[config.mk]
export PLATFORM = sky130hd
export DESIGN_NAME = imem_stream_loader
export DESIGN_NICKNAME = d
export VERILOG_FILES = /design/src/rtl/loader_pkg.sv /design/src/rtl/byte_timeout_counter.sv /design/src/rtl/imem_stream_loader.sv
export SDC_FILE = /design/constraint.sdc
export NUM_CORES = 1
export LEC_CHECK = 0
export CORE_ASPECT_RATIO = 1.75
export CORE_MARGIN = 3
export CORE_UTILIZATION = 55
export DETAILED_ROUTE_END_ITERATION = 6
export GPL_TIMING_DRIVEN = 0
export MAX_ROUTING_LAYER = met4
export PLACE_DENSITY = 0.8
export SETUP_SLACK_MARGIN = 0.1
export SYNTH_ARGS = -nofsm -noshare
export SYNTH_HDL_FRONTEND = slang
export SYNTH_SLANG_ARGS = --single-unit
[constraint.sdc]
create_clock -name clk -period 5 [get_ports clk]
set_input_delay 1 -clock clk [delete_from_list [all_inputs] [get_ports clk]]
set_output_delay 1 -clock clk [all_outputs]
set_load 0.01 [all_outputs]
[src/rtl/loader_pkg.sv]
// Shared encodings for the instruction-memory stream loader: FSM states,
// abort codes, the default frame header and a helper for the HI-byte check.
package loader_pkg;

  localparam logic [2:0] S_IDLE  = 3'd0;
  localparam logic [2:0] S_COUNT = 3'd1;
  localparam logic [2:0] S_LO    = 3'd2;
  localparam logic [2:0] S_HI    = 3'd3;
  localparam logic [2:0] S_CSUM  = 3'd4;
  localparam logic [2:0] S_START = 3'd5;

  localparam logic [2:0] ERR_NONE    = 3'd0;
  localparam logic [2:0] ERR_COUNT   = 3'd1;
  localparam logic [2:0] ERR_FORMAT  = 3'd2;
  localparam logic [2:0] ERR_CSUM    = 3'd3;
  localparam logic [2:0] ERR_TIMEOUT = 3'd4;

  localparam logic [7:0] DEFAULT_SYNC_BYTE = 8'hA5;

  // Bits of the HI byte that fall outside the instruction word; any of them
  // set means the frame is malformed. A 16-bit word uses the whole byte.
  function automatic logic [7:0] hi_bad_mask(input int ir_width);
    logic [7:0] mask;
    mask = 8'h00;
    for (int b = 0; b < 8; b++) begin
      if (b >= ir_width - 8) mask[b] = 1'b1;
    end
    return mask;
  endfunction

endpackage

[src/rtl/byte_timeout_counter.sv]
// Counts idle cycles inside a frame. expired is high on the TIMEOUT-th
// consecutive enabled cycle without a clear; the owner decides whether an
// accepted byte on that same cycle overrides it.
module byte_timeout_counter #(
  parameter int TIMEOUT = 1000
) (
  input  logic clk,
  input  logic clr,
  input  logic en,
  output logic expired
);

  localparam int CW = (TIMEOUT > 1) ? $clog2(TIMEOUT) : 1;
  localparam logic [CW-1:0] LAST = CW'(TIMEOUT - 1);

  logic [CW-1:0] count;

  assign expired = en && (count == LAST);

  // Idle-cycle counter; saturates at LAST so it never wraps back to zero.
  // NOTE: registers use non-blocking assignment so every flop samples the pre-edge values.
  always_ff @(posedge clk) begin
    if (clr) begin
      count <= '0;
    end else if (en && (count != LAST)) begin
      count <= count + CW'(1);
    end
  end

endmodule

[src/rtl/imem_stream_loader.sv]
// Boot loader: parses SYNC, N, {LO,HI} x N, CSUM from a valid/ready byte
// link, writes each word to instruction memory one cycle after its HI byte,
// and pulses start when the XOR checksum matches. Any abort returns to IDLE
// with a sticky error code.
module imem_stream_loader
  import loader_pkg::*;
#(
  parameter int                     IR_width      = 12,
  parameter int                     IM_addr_width = 8,
  parameter logic [IM_addr_width-1:0] BASE_ADDR   = '0,
  parameter logic [7:0]             SYNC_BYTE     = DEFAULT_SYNC_BYTE,
  parameter int                     TIMEOUT       = 1000
) (
  input  logic                     clk,
  input  logic                     reset,
  input  logic                     rx_valid,
  input  logic [7:0]               rx_data,
  output logic                     rx_ready,
  output logic                     imem_we,
  output logic [IM_addr_width-1:0] imem_addr,
  output logic [IR_width-1:0]      imem_wdata,
  output logic                     proc_hold,
  output logic                     start,
  output logic                     done,
  output logic                     err,
  output logic [2:0]               err_code
);

  localparam int unsigned MAX_WORDS = (1 << IM_addr_width) - int'(BASE_ADDR);
  localparam logic [7:0]  HI_BAD_MASK = hi_bad_mask(IR_width);

  logic [2:0] state;
  logic [7:0] n_words;
  logic [7:0] idx;
  logic [7:0] lo_byte;
  logic [7:0] csum;
  logic       accept;
  logic       active;
  logic       tmo_clr;
  logic       tmo_expired;
  logic       fail;
  logic [2:0] fail_code;
  logic [8:0] idx_inc;

  assign active    = (state == S_COUNT) || (state == S_LO) ||
                     (state == S_HI)    || (state == S_CSUM);
  assign rx_ready  = reset && (state != S_START);
  assign accept    = rx_valid && rx_ready;
  assign proc_hold = active;
  assign tmo_clr   = !reset || accept || !active;
  assign idx_inc   = {1'b0, idx} + 9'd1;

  byte_timeout_counter #(.TIMEOUT(TIMEOUT)) u_timeout (
    .clk     (clk),
    .clr     (tmo_clr),
    .en      (active),
    .expired (tmo_expired)
  );

  // Abort detection; an accepted byte always wins over a timeout in the same cycle.
  // NOTE: every always_comb output gets a default first so no path can infer a latch.
  always_comb begin
    fail      = 1'b0;
    fail_code = ERR_NONE;
    if (accept) begin
      case (state)
        S_COUNT: if (rx_data == 8'h00 || 32'(rx_data) > MAX_WORDS) begin
          fail      = 1'b1;
          fail_code = ERR_COUNT;
        end
        S_HI: if ((rx_data & HI_BAD_MASK) != 8'h00) begin
          fail      = 1'b1;
          fail_code = ERR_FORMAT;
        end
        S_CSUM: if (rx_data != csum) begin
          fail      = 1'b1;
          fail_code = ERR_CSUM;
        end
        default: ;
      endcase
    end else if (active && tmo_expired) begin
      fail      = 1'b1;
      fail_code = ERR_TIMEOUT;
    end
  end

  // Frame FSM with checksum, word index and registered memory-write port.
  always_ff @(posedge clk) begin
    if (!reset) begin
      state      <= S_IDLE;
      n_words    <= '0;
      idx        <= '0;
      lo_byte    <= '0;
      csum       <= '0;
      imem_we    <= 1'b0;
      imem_addr  <= '0;
      imem_wdata <= '0;
      start      <= 1'b0;
      done       <= 1'b0;
      err        <= 1'b0;
      err_code   <= ERR_NONE;
    end else begin
      imem_we <= 1'b0;
      start   <= 1'b0;
      if (fail) begin
        state    <= S_IDLE;
        err      <= 1'b1;
        err_code <= fail_code;
      end else begin
        case (state)
          S_IDLE: if (accept && rx_data == SYNC_BYTE) begin
            state    <= S_COUNT;
            done     <= 1'b0;
            err      <= 1'b0;
            err_code <= ERR_NONE;
          end
          S_COUNT: if (accept) begin
            n_words <= rx_data;
            idx     <= '0;
            csum    <= rx_data;
            state   <= S_LO;
          end
          S_LO: if (accept) begin
            lo_byte <= rx_data;
            csum    <= csum ^ rx_data;
            state   <= S_HI;
          end
          S_HI: if (accept) begin
            imem_we    <= 1'b1;
            imem_addr  <= BASE_ADDR + IM_addr_width'(idx);
            imem_wdata <= {rx_data[IR_width-9:0], lo_byte};
            csum       <= csum ^ rx_data;
            idx        <= idx_inc[7:0];
            state      <= (idx_inc < {1'b0, n_words}) ? S_LO : S_CSUM;
          end
          S_CSUM: if (accept) begin
            state <= S_START;
            start <= 1'b1;
            done  <= 1'b1;
          end
          S_START: state <= S_IDLE;
          default: state <= S_IDLE;
        endcase
      end
    end
  end

endmodule

==> summary.txt <==
Outcome
  • Status: finished, final reports clean

STA
  • Max Freq: 0.291 GHz
  • RSZ-0062 raised after global routing: no
  • Slew margin rel.: 42.2%
  • Worst-margin pin slew: 0.862 ns
  • Slew Viols, Final: 0
  • TNS Setup: 0 ns
  • Setup WS post-layout: 1.57 ns
  • Final Cycle Share: 68.7%
  • Final Skew: 0.00498 ns
  • Min cycle time layout: 3.43 ns
  • Final-report hold violation count: 0
  • Final setup viols: 0

Place
  • Placer congestion estimate: 0.887
  • I/O Buffers: 30
  • HPWL after DPL: 6220 um
  • Pre-CTS WS: 1.59 ns
  • Placed insts: 522

Clock network
  • Root buffer cell: clkbuf_8
  • CTS tree: built
  • Resize count post-CTS: 0
  • CTS clock-pin slew for the worst setup and hold paths: 0.07 ns
  • CTS buffer count: 9
  • Clock sinks: 72
  • Worst-Skew Late Latency: 0.35 ns
  • Cts-stage hold buffer count: 0
  • Post-CTS setup repair buffer count: 0
  • Deepest clock path buffer count: 2
  • H-tree Lvls: 3

Cells and area
  • Area Overhead vs Synth: 18.0%
  • Layout cells sized above 1: 8.04%
  • Non-Filler Instances: 538
  • Final #Nets: 475
  • Ant. Diodes: 0
  • # fillers: 523

Global routing
  • GRT Total Usage: 25.4%
  • Vias in the first global route: 3088
  • Overflow after GRT: 0
  • Global-route wire length before repair: 14100 um
  • Initial antenna violation count: 0
  • Largest net degree at the start of global routing: 12

Floorplan
  • Total Die Area: 7410 um2
  • Die height: 112 um
  • Die width: 66.4 um
  • Starting Density: 58.3%
  • Ports: 40
  • Core area: 6020 um2
  • # rows: 37

Detailed routing
  • Drt total wl: 8410 um
  • Vias per inst: 5.78
  • Vias: 3109
  • Wire per inst: 15.6 um
  • DRC Markers: 0
  • Final ANT Viol Nets: 0
  • Iter 0 DRT Violations: 205
  • 1st-pass router iterations: 4

Critical path
  • Critical path class: input pin to output port
  • Largest fanout on the critical path: 10
  • Critical path arrival: 2.43 ns
  • Worst Setup End Kind: output port
  • Element type at the critical path start: input pin
  • Required @ worst endpoint: 4.00 ns

Synthesis
  • #FFs+latches synth: 72
  • Async S/R FF share, synth: 0%
  • Fraction of post-synthesis cell area in the top cell type by area: 41.1%
  • Post-synth EDFFs: 0
  • Mapped Nets: 434
  • Register area share after synthesis: 41.1%
  • Synthesis warning total: 0
  • Post-Synthesis Cell Area: 3510 um2
  • Average size of a mapped cell: 8.47 um2
  • Main area contributors after synthesis: dfxtp_1, nand2_1, mux2i_1
  • Library cells used by synthesis: 54
  • Post-synth top flop: dfxtp_1
  • Yosys top cell by area: dfxtp_1
  • Post-synthesis cell count: 414

Worst hold path
  • Hold Crit Class: flip-flop to flip-flop

Power and ir drop
  • Leakage: 0.00138 uW
  • Net Sw Frac: 20.7%
  • Power density over the cells: 276 nW/um2
  • Pint: 906 uW
  • Clock power frac: 46.4%
  • Peak VDD IR: 0.192 mV
  • P_sw: 237 uW
  • Sequential share of power: 50.2%
  • Comb pwr share: 3.4%

Flow run
  • Number of max-cap violations: 0
==> cell usage after synthesis (2+ instances only) <==
cell type,number
nor3_1,8
nor3_2,2
nand4b_1,8
a31o_2,2
dfxtp_1,72
or2_2,2
nand2_1,63
o21a_1,10
nand4_1,16
nor2b_1,3
o211ai_1,7
xnor2_1,13
nor2_1,34
mux2i_1,18
ha_1,9
a21oi_1,31
nand3_1,12
or3_1,5
a31oi_1,2
o21ai_0,10
clkbuf_1,21
buf_2,7
nor4_1,2
and2_1,4
nand2b_1,2
a32o_1,6
xor2_1,6
inv_1,12
o211a_1,2
==> worst paths after layout <==
kind / startpoint / to / slack [ns] / depth (start not counted)
worst max-delay path: reset / rx_ready / 1.57 / 5
worst min register to register: imem_wdata[9] / imem_wdata[9] / 0.45 / 2
worst max register to register: idx[0] / state[1] / 2.20 / 10
worst min-delay path: imem_wdata[9] / imem_wdata[9] / 0.45 / 2
==> cells by family (layout without fill, tap and decap cells) <==
kind of cell | after synthesis | after routing | synth area share [%]
flops | 72 | 72 | 41.1
buf+inv | 43 | 89 | 5.17
xor+xnor | 19 | 19 | 4.75
fa+ha+maj | 9 | 9 | 3.21
simple gates | 172 | 172 | 24.7
mux | 18 | 18 | 5.14
compound gates | 81 | 81 | 16.0
==> state kept, by name, summed over array words and instances, names as in the netlist <==
register and count:
err_code 3, imem_addr 8, u_timeout.count 10, err 1, n_words 8, state 3
start 1, done 1, lo_byte 8, csum 8, idx 8, imem_wdata 12
imem_we 1
==> power by group through the flow <==
stage	Clock (uW)	Combinational [uW]	Sequential, uW
2_1_floorplan	0	25.3	586
3_3_place_gp	0	37.7	586
3_5_place_dp	0	38.3	586
4_1_cts	538	38.6	573
5_1_grt	560	41.9	573
6_report	531	38.8	573
==> critical path, stage by stage <==
cell	delay, ns
buf_2	0.19
inv_1	0.12
clkbuf_1	0.28
a31oi_1	0.26
clkdlybuf4s50_1	0.57
==> layer usage <==
metal  up-vias  track usage (%)  wire length, um  share of wire (%)
li1       1538                -                -                  -
met3        27             5.05              346                4.1
met5         -                -                0                  0
met1      1459             26.8             3310                 39
met4         0             14.7              326                3.9
met2        85             42.7             4430                 53
==> placed cells by master, fill, tap and decap left out, types with 9 or more instances in the layout <==
cell type,count
o21ai_0,10
inv_1,12
xnor2_1,13
ha_1,9
clkdlybuf4s50_1,30
dfxtp_1,72
a21oi_1,31
clkbuf_8,12
mux2i_1,18
nand4_1,16
o21a_1,10
nand3_1,12
clkbuf_1,23
nand2_1,63
nor2_1,34
==> cell type report <==
type                       count  area [um2]  area share (%)
multi-input combinational    299        1880            45.5
inverter                      12        45.0            1.09
clock inverter                 2        60.1            1.45
tap                           78        97.6            2.36
sequential                    72        1440            34.8
timing repair buffer          30         300            7.26
clock buffer                  14         173            4.17
buffer                        31         136            3.30
==> through the flow <==
step / hold slack [ns] / power, uW / util (%) / instance area (um2)
floorplan: 0.436 / 612 / - / 3510
global placement: 0.439 / 624 / 64.9 / 3900
detailed placement: 0.443 / 625 / 64.9 / 3900
CTS: 0.453 / 1150 / 68.7 / 4140
global route: 0.469 / 1170 / 68.7 / 4140
finish: 0.451 / 1140 / 68.7 / 4140
(Power assumes the default switching activity.)
